`src/rtl/framebuffer_scan_reader_pkg.sv`:
```
// framebuffer_scan_reader_pkg: shared pixel, SRAM port and reader state types
package framebuffer_scan_reader_pkg;
   typedef struct packed {
      logic [2:0] r;
      logic [2:0] g;
      logic [1:0] b;
   } VgaColor_t;
   typedef struct packed {
      VgaColor_t pixelOdd;
      VgaColor_t pixelEven;
   } Pixel_t;
   typedef logic [19:0] SramAddress_t;
   typedef struct packed {
      SramAddress_t address;
      Pixel_t       dout;
      logic         den;
      logic         oe_n;
      logic         we_n;
   } SramRequest_t;
   typedef struct packed {
      logic   done;
      Pixel_t din;
   } SramResult_t;
   typedef enum logic [2:0] {IDLE, FETCH, READ, DRAIN, DONE} FrameReaderState_t;
   function automatic int unsigned word_count_width(int unsigned n);
      return n > 1 ? $clog2(n) : 1;
   endfunction
endpackage

```
`src/rtl/framebuffer_scan_reader_pixel_word_fifo.sv`:
```
// pixel_word_fifo: show-ahead synchronous FIFO of packed pixel pairs with flush
module pixel_word_fifo
   import framebuffer_scan_reader_pkg::*;
#(
   parameter int DEPTH = 16
) (
   input  logic   clk,
   input  logic   rst,
   input  logic   push_i,
   input  Pixel_t data_i,
   input  logic   pop_i,
   input  logic   flush_i,
   output Pixel_t head_o,
   output logic   full_o,
   output logic   empty_o
);
   localparam int AW = $clog2(DEPTH);
   Pixel_t mem_q [DEPTH];
   logic [AW-1:0] wr_q, rd_q;
   logic [AW:0] count_q;
   logic do_push, do_pop;
   assign full_o = count_q == (AW+1)'(DEPTH);
   assign empty_o = count_q == '0;
   assign do_push = push_i && !full_o && !flush_i;
   assign do_pop = pop_i && !empty_o;
   assign head_o = mem_q[rd_q];
   // pointers and occupancy; flush discards everything buffered
   always_ff @(posedge clk or posedge rst)
      if (rst) begin
         wr_q <= '0;
         rd_q <= '0;
         count_q <= '0;
      end else if (flush_i) begin
         wr_q <= '0;
         rd_q <= '0;
         count_q <= '0;
      end else begin
         wr_q <= wr_q + AW'(do_push);
         rd_q <= rd_q + AW'(do_pop);
         count_q <= count_q + (AW+1)'(do_push) - (AW+1)'(do_pop);
      end
   // word storage, unreset: contents only matter behind valid pointers
   always_ff @(posedge clk)
      if (do_push) mem_q[wr_q] <= data_i;
endmodule

```
`src/rtl/framebuffer_scan_reader.sv`:
```
// framebuffer_scan_reader: fetches framebuffer words from SRAM and pops them as single pixels
module framebuffer_scan_reader
   import framebuffer_scan_reader_pkg::*;
#(
   parameter int H_PIXELS   = 640,
   parameter int V_LINES    = 480,
   parameter int FIFO_DEPTH = 16
) (
   input  logic         clk,
   input  logic         rst,
   input  logic         frameStart,
   input  SramAddress_t baseAddress,
   output SramRequest_t ramRequest,
   input  SramResult_t  ramResult,
   input  logic         pixelReq,
   output VgaColor_t    pixel,
   output logic         underflow,
   output logic         frameDone
);
   localparam int N = H_PIXELS * V_LINES / 2;
   localparam int CW = word_count_width(N);
   localparam logic [CW-1:0] LAST = CW'(N - 1);
   FrameReaderState_t state_q;
   SramAddress_t base_q, addr_q;
   logic [CW-1:0] count_q;
   logic den_q, done_q, half_q, underflow_q;
   Pixel_t head;
   logic full, empty, push, pop;
   assign push = state_q == READ && ramResult.done && !frameStart;
   assign pop = pixelReq && !empty && half_q && !frameStart;
   assign pixel = empty ? '0 : (half_q ? head.pixelEven : head.pixelOdd);
   assign underflow = underflow_q;
   assign frameDone = done_q;
   assign ramRequest = '{address: addr_q, dout: '0, den: den_q, oe_n: !den_q, we_n: 1'b1};
   pixel_word_fifo #(.DEPTH(FIFO_DEPTH)) u_fifo (
      .clk    (clk),
      .rst    (rst),
      .push_i (push),
      .data_i (ramResult.din),
      .pop_i  (pop),
      .flush_i(frameStart),
      .head_o (head),
      .full_o (full),
      .empty_o(empty)
   );
   // fetch sequencer: one read in flight, a restart mid-read drains it without keeping the data
   always_ff @(posedge clk or posedge rst)
      if (rst) begin
         state_q <= IDLE;
         base_q <= '0;
         addr_q <= '0;
         count_q <= '0;
         den_q <= 1'b0;
         done_q <= 1'b0;
      end else begin
         if (frameStart) base_q <= baseAddress;
         if (frameStart) done_q <= 1'b0;
         case (state_q)
            IDLE, DONE: if (frameStart) begin
               state_q <= FETCH;
               count_q <= '0;
            end
            FETCH: if (frameStart) count_q <= '0;
            else if (!full) begin
               state_q <= READ;
               den_q <= 1'b1;
               addr_q <= base_q + SramAddress_t'(count_q);
            end
            READ: if (ramResult.done) begin
               den_q <= 1'b0;
               if (frameStart) begin
                  state_q <= FETCH;
                  count_q <= '0;
               end else begin
                  count_q <= count_q + 1'b1;
                  state_q <= count_q == LAST ? DONE : FETCH;
                  done_q <= count_q == LAST;
               end
            end else if (frameStart) state_q <= DRAIN;
            DRAIN: if (ramResult.done) begin
               den_q <= 1'b0;
               state_q <= FETCH;
               count_q <= '0;
            end
            default: state_q <= IDLE;
         endcase
      end
   // pop side: half-select walks odd then even pixel of the head word; underflow is sticky per frame
   always_ff @(posedge clk or posedge rst)
      if (rst) begin
         half_q <= 1'b0;
         underflow_q <= 1'b0;
      end else begin
         half_q <= !frameStart && (half_q ^ (pixelReq && !empty));
         underflow_q <= !frameStart && (underflow_q || (pixelReq && empty));
      end
endmodule

```
`config.mk`:
```
export PLATFORM = sky130hd
export DESIGN_NAME = framebuffer_scan_reader
export DESIGN_NICKNAME = d
export VERILOG_FILES = /design/src/rtl/framebuffer_scan_reader_pkg.sv /design/src/rtl/framebuffer_scan_reader_pixel_word_fifo.sv /design/src/rtl/framebuffer_scan_reader.sv
export SDC_FILE = /design/constraint.sdc
export NUM_CORES = 1
export LEC_CHECK = 0
export BUFFER_PORTS_ARGS = -buffer_cell sky130_fd_sc_hd__buf_2
export CAP_MARGIN = 15
export CORE_MARGIN = 5
export CORE_UTILIZATION = 55
export DETAILED_ROUTE_END_ITERATION = 12
export GPL_ROUTABILITY_DRIVEN = 0
export PLACE_DENSITY = 0.76
export SLEW_MARGIN = 20
export SYNTH_ARGS = -nofsm -noshare
export SYNTH_HDL_FRONTEND = slang
export SYNTH_SLANG_ARGS = --single-unit
```
`constraint.sdc`:
```
create_clock -name clk -period 3.2 [get_ports clk]
set_input_delay 0.64 -clock clk [delete_from_list [all_inputs] [get_ports clk]]
set_output_delay 0.64 -clock clk [all_outputs]
set_load 0.02 [all_outputs]
```
==> results.yml <==
outcome:
  status: "finished with violations"
  failed_checks: "negative setup slack"
floorplan:
  start_util_pct: 55.4
  rows: 59
  coreArea_sq_um: 25800
  dieArea_sq_um: 29300
  die_w_um: 171
  chipHeight_um: 171
  io_pins: 90
drt:
  routed_wl_mm: 32.2
  postRouteAntennaNets: 0
  drt_iter0_markers: 876
  wl_met3_mm: 2.58
  wire_per_inst_um: 23.6
  wl_met2_mm: 16.2
  vias: 8223
  wl_met1_mm: 12.7
  drc: 0
  vias_per_cell: 6.02
  firstDrtPassIters: 5
  highest_layer: "met5"
synthesis:
  ys_seq_area_share_pct: 67.3
  synthesis.area_sq_um: 14300
  async_flop_share_pct: 23.4
  synth_top_area_share_pct: 53.7
  syn_avg_cell_area_sq_um: 16.4
  ys_warn_count: 0
  ys_types: 61
  ys_ff_latch: 334
  synth.area.top_cells: "edfxtp_1 54%, dfrtp_1 14%, mux4_2 12%"
  synth_flop_cell: "edfxtp_1"
  synth_edf_count: 256
  syn_inst: 875
  yosysTopAreaCell: "edfxtp_1"
pwr:
  p_per_area_nw_per_um2: 605
  seqPwrFrac_pct: 49.2
  p_int_uw: 7630
  vdd_drop_max_mv: 0.520
  clockPowerShare_pct: 39.5
  p_sw_uw: 2540
  power_frac_comb_pct: 11.3
  netSwitchingFraction_pct: 25.0
  p_leak_uw: 0.00610
global_routing:
  grt_overflow: 0
  grt_pass1_wl_mm: 49.5
  grt_usage_pct: 22.5
  antenna_found_initial: 1
  grt_max_degree: 41
  first_global_vias: 8281
timing:
  rsz0062_at_grt: "true"
  max_freq_mhz: 293
  slew_violations: 0
  setup_viol: 8
  tightest_slew_ps: 736
  maxSlewHeadroom_pct: 50.9
  finalHoldViolCount: 0
  skew_ps: 22.1
  finalCriticalPeriod_ps: 3420
  layout_setup_ws_ps: -217
  post-route-period-util_pct: 107
worst_setup_path:
  arrival_ps: 2780
  critical_path_class: "flip-flop to output pin"
  setup.worst_path.start_class: "flip-flop"
  required_ps: 2560
  cpMaxStageDelayCell: "dfrtp_4"
  crit_fanout: 6
  cpPeakStageDelay_ps: 490
  endpoint_kind: "output pin"
  crit_end: "pixel[4]"
  r2r_end: "u_fifo.count_q[4]"
  reg2reg_depth: 16
  crit_chain: "buf_12, buf_12, buf_16, mux4_2, mux4_2, mux2i_1, nor2_1, buf_2"
  r2r_slack_ps: 240
  crit_start: "u_fifo.rd_q[0]"
  critical_path.reg2reg.startpoint: "u_fifo.count_q[2]"
clock_tree:
  clk_pin_slew_worst_paths_ps: 60
  cts_buffers: 36
  root_buffer: "clkbuf_16"
  cts_tree: "yes"
  clkLatencyLatePin_ps: 530
  ctsHoldBuffers: 0
  clockBufferDepth: 3
  numClockSinks: 334
  htreeDepth: 2
layout:
  nets: 1076
  fillers: 1747
  final_core_util_pct: 65.1
  fin_cells: 1366
  area_growth_pct: 17.5
  num_antenna_cells: 0
  final_layout_size_suffix_gt1_share_pct: 29.5
placed_design:
  dp_cells: 1284
  dpl.hpwl_mm: 19.6
  numPortBuffers: 72
hold_path:
  hp-class: "input pin to async pin"
job:
  max_cap_violations: 0
area by class of cell:
class | instances | area, sq um | share of cell area [%]
clock buffers | 52 | 1020 | 6.08
inverters | 18 | 68.8 | 0.409
clock inverters | 14 | 148 | 0.878
well taps | 335 | 419 | 2.49
repair buffers | 130 | 1100 | 6.53
multi-input cells | 483 | 4420 | 26.3
flip-flops and latches | 334 | 9640 | 57.3
cell usage in the layout (no fill, tap or decap), types with 5 or more instances in the layout:
master     instances
a21o_1             6
and3_1             5
nor2_1            45
mux4_2            74
inv_1             16
mux2_2            18
dfrtp_1           76
nor2_2            13
clkinv_1           5
buf_12            18
nor2b_1           11
xnor2_1           12
mux2i_1           15
buf_2             69
o21ai_0           34
edfxtp_1         256
nand4_1            7
or3_1              7
conb_1            17
nor3_1             9
nand3_1           19
a21oi_1           22
clkbuf_1          11
nand2_1           51
clkbuf_16         39
ha_1              30
buf_4             37
nand2b_1           9
clkinv_2           5
xor2_1            12
worst max-delay path: cells and delay by family (launching register included):
family	cells	cell delay, ps
multiplexers	3	1120
buffers and inverters	4	590
flip-flops	1	490
AND/OR/NAND/NOR	1	70
repair_timing:
action,4_1_cts,5_1_grt
buffers inserted,10,3
gates cloned,1,2
resized for setup,4,9
pin swaps,1,6
setup endpoints to repair,8,9
power groups by stage:
stage / sequential [uW] / combinational [uW] / clock, uW
2_1_floorplan: 5200 / 612 / 0
3_3_place_gp: 5080 / 1120 / 0
3_5_place_dp: 5080 / 1140 / 0
4_1_cts: 5000 / 1150 / 4080
5_1_grt: 5020 / 1280 / 4290
6_report: 5000 / 1150 / 4020
state kept, by name (all words and copies together) (netlist names):
signal and count:
base_q 20, den_q 1, half_q 1, underflow 1, u_fifo.wr_q 4, u_fifo.mem_q 256
u_fifo.rd_q 4, u_fifo.count_q 5, count_q 18, addr_q 20, frameDone 1, state_q 3
synthesized netlist by cell type, types with 6 or more instances:
master / n
nor2_1: 58
nand2b_1: 9
nand4_1: 7
nor2b_1: 11
mux4_2: 74
dfrtp_1: 78
nand3_1: 19
mux2i_1: 16
or3_1: 7
clkbuf_1: 22
nand2_1: 51
xnor2_1: 12
edfxtp_1: 256
nor3_1: 13
a21oi_1: 22
a21o_1: 6
buf_2: 7
o21ai_0: 34
buf_4: 19
inv_1: 17
ha_1: 30
xor2_1: 12
mux2_2: 18
metrics by stage:
| stage | total power [uW] | setup slack, ps | cell area (sq um) | hold slack, ps | setup TNS (ps) |
|---|---|---|---|---|---|
| 2_1_floorplan | 5810 | 134 | 14400 | 467 | 0 |
| 3_3_place_gp | 6200 | 256 | 15400 | 456 | 0 |
| 3_5_place_dp | 6220 | 201 | 15400 | 465 | 0 |
| 4_1_cts | 10200 | -208 | 16700 | 210 | -1320 |
| 5_1_grt | 10600 | -292 | 16800 | 268 | -2030 |
| 6_report | 10200 | -217 | 16800 | 195 | -1400 |
worst min-delay path by stage:
stage | slack [ps] | start | depth (start not counted) | to
after floorplan | 470 | den_q | 2 | den_q
after global placement | 460 | addr_q[10] | 2 | addr_q[10]
after detailed placement | 470 | addr_q[1] | 2 | addr_q[1]
after CTS | 210 | rst | 2 | addr_q[1]
after global routing | 270 | rst | 2 | underflow
final | 190 | rst | 2 | addr_q[1]
per-layer routing:
layer  track usage (%)  vias up
met2              37.9      402
met4              6.27        2
li1                  -     3638
met5                 0        -
met1              30.5     4127
met3              4.41       54
kinds of logic after synthesis:
group                      synth area share, %
DFF                                       67.3
and+or+nand+nor                           6.64
muxes                                     14.2
AOI/OAI and AO/OA                         4.70
buffers and inverters                     2.71
adders and majority gates                 2.90
xor gates and xnor gates                  1.47
other                                   0.0525
(Power assumes the default switching activity.)
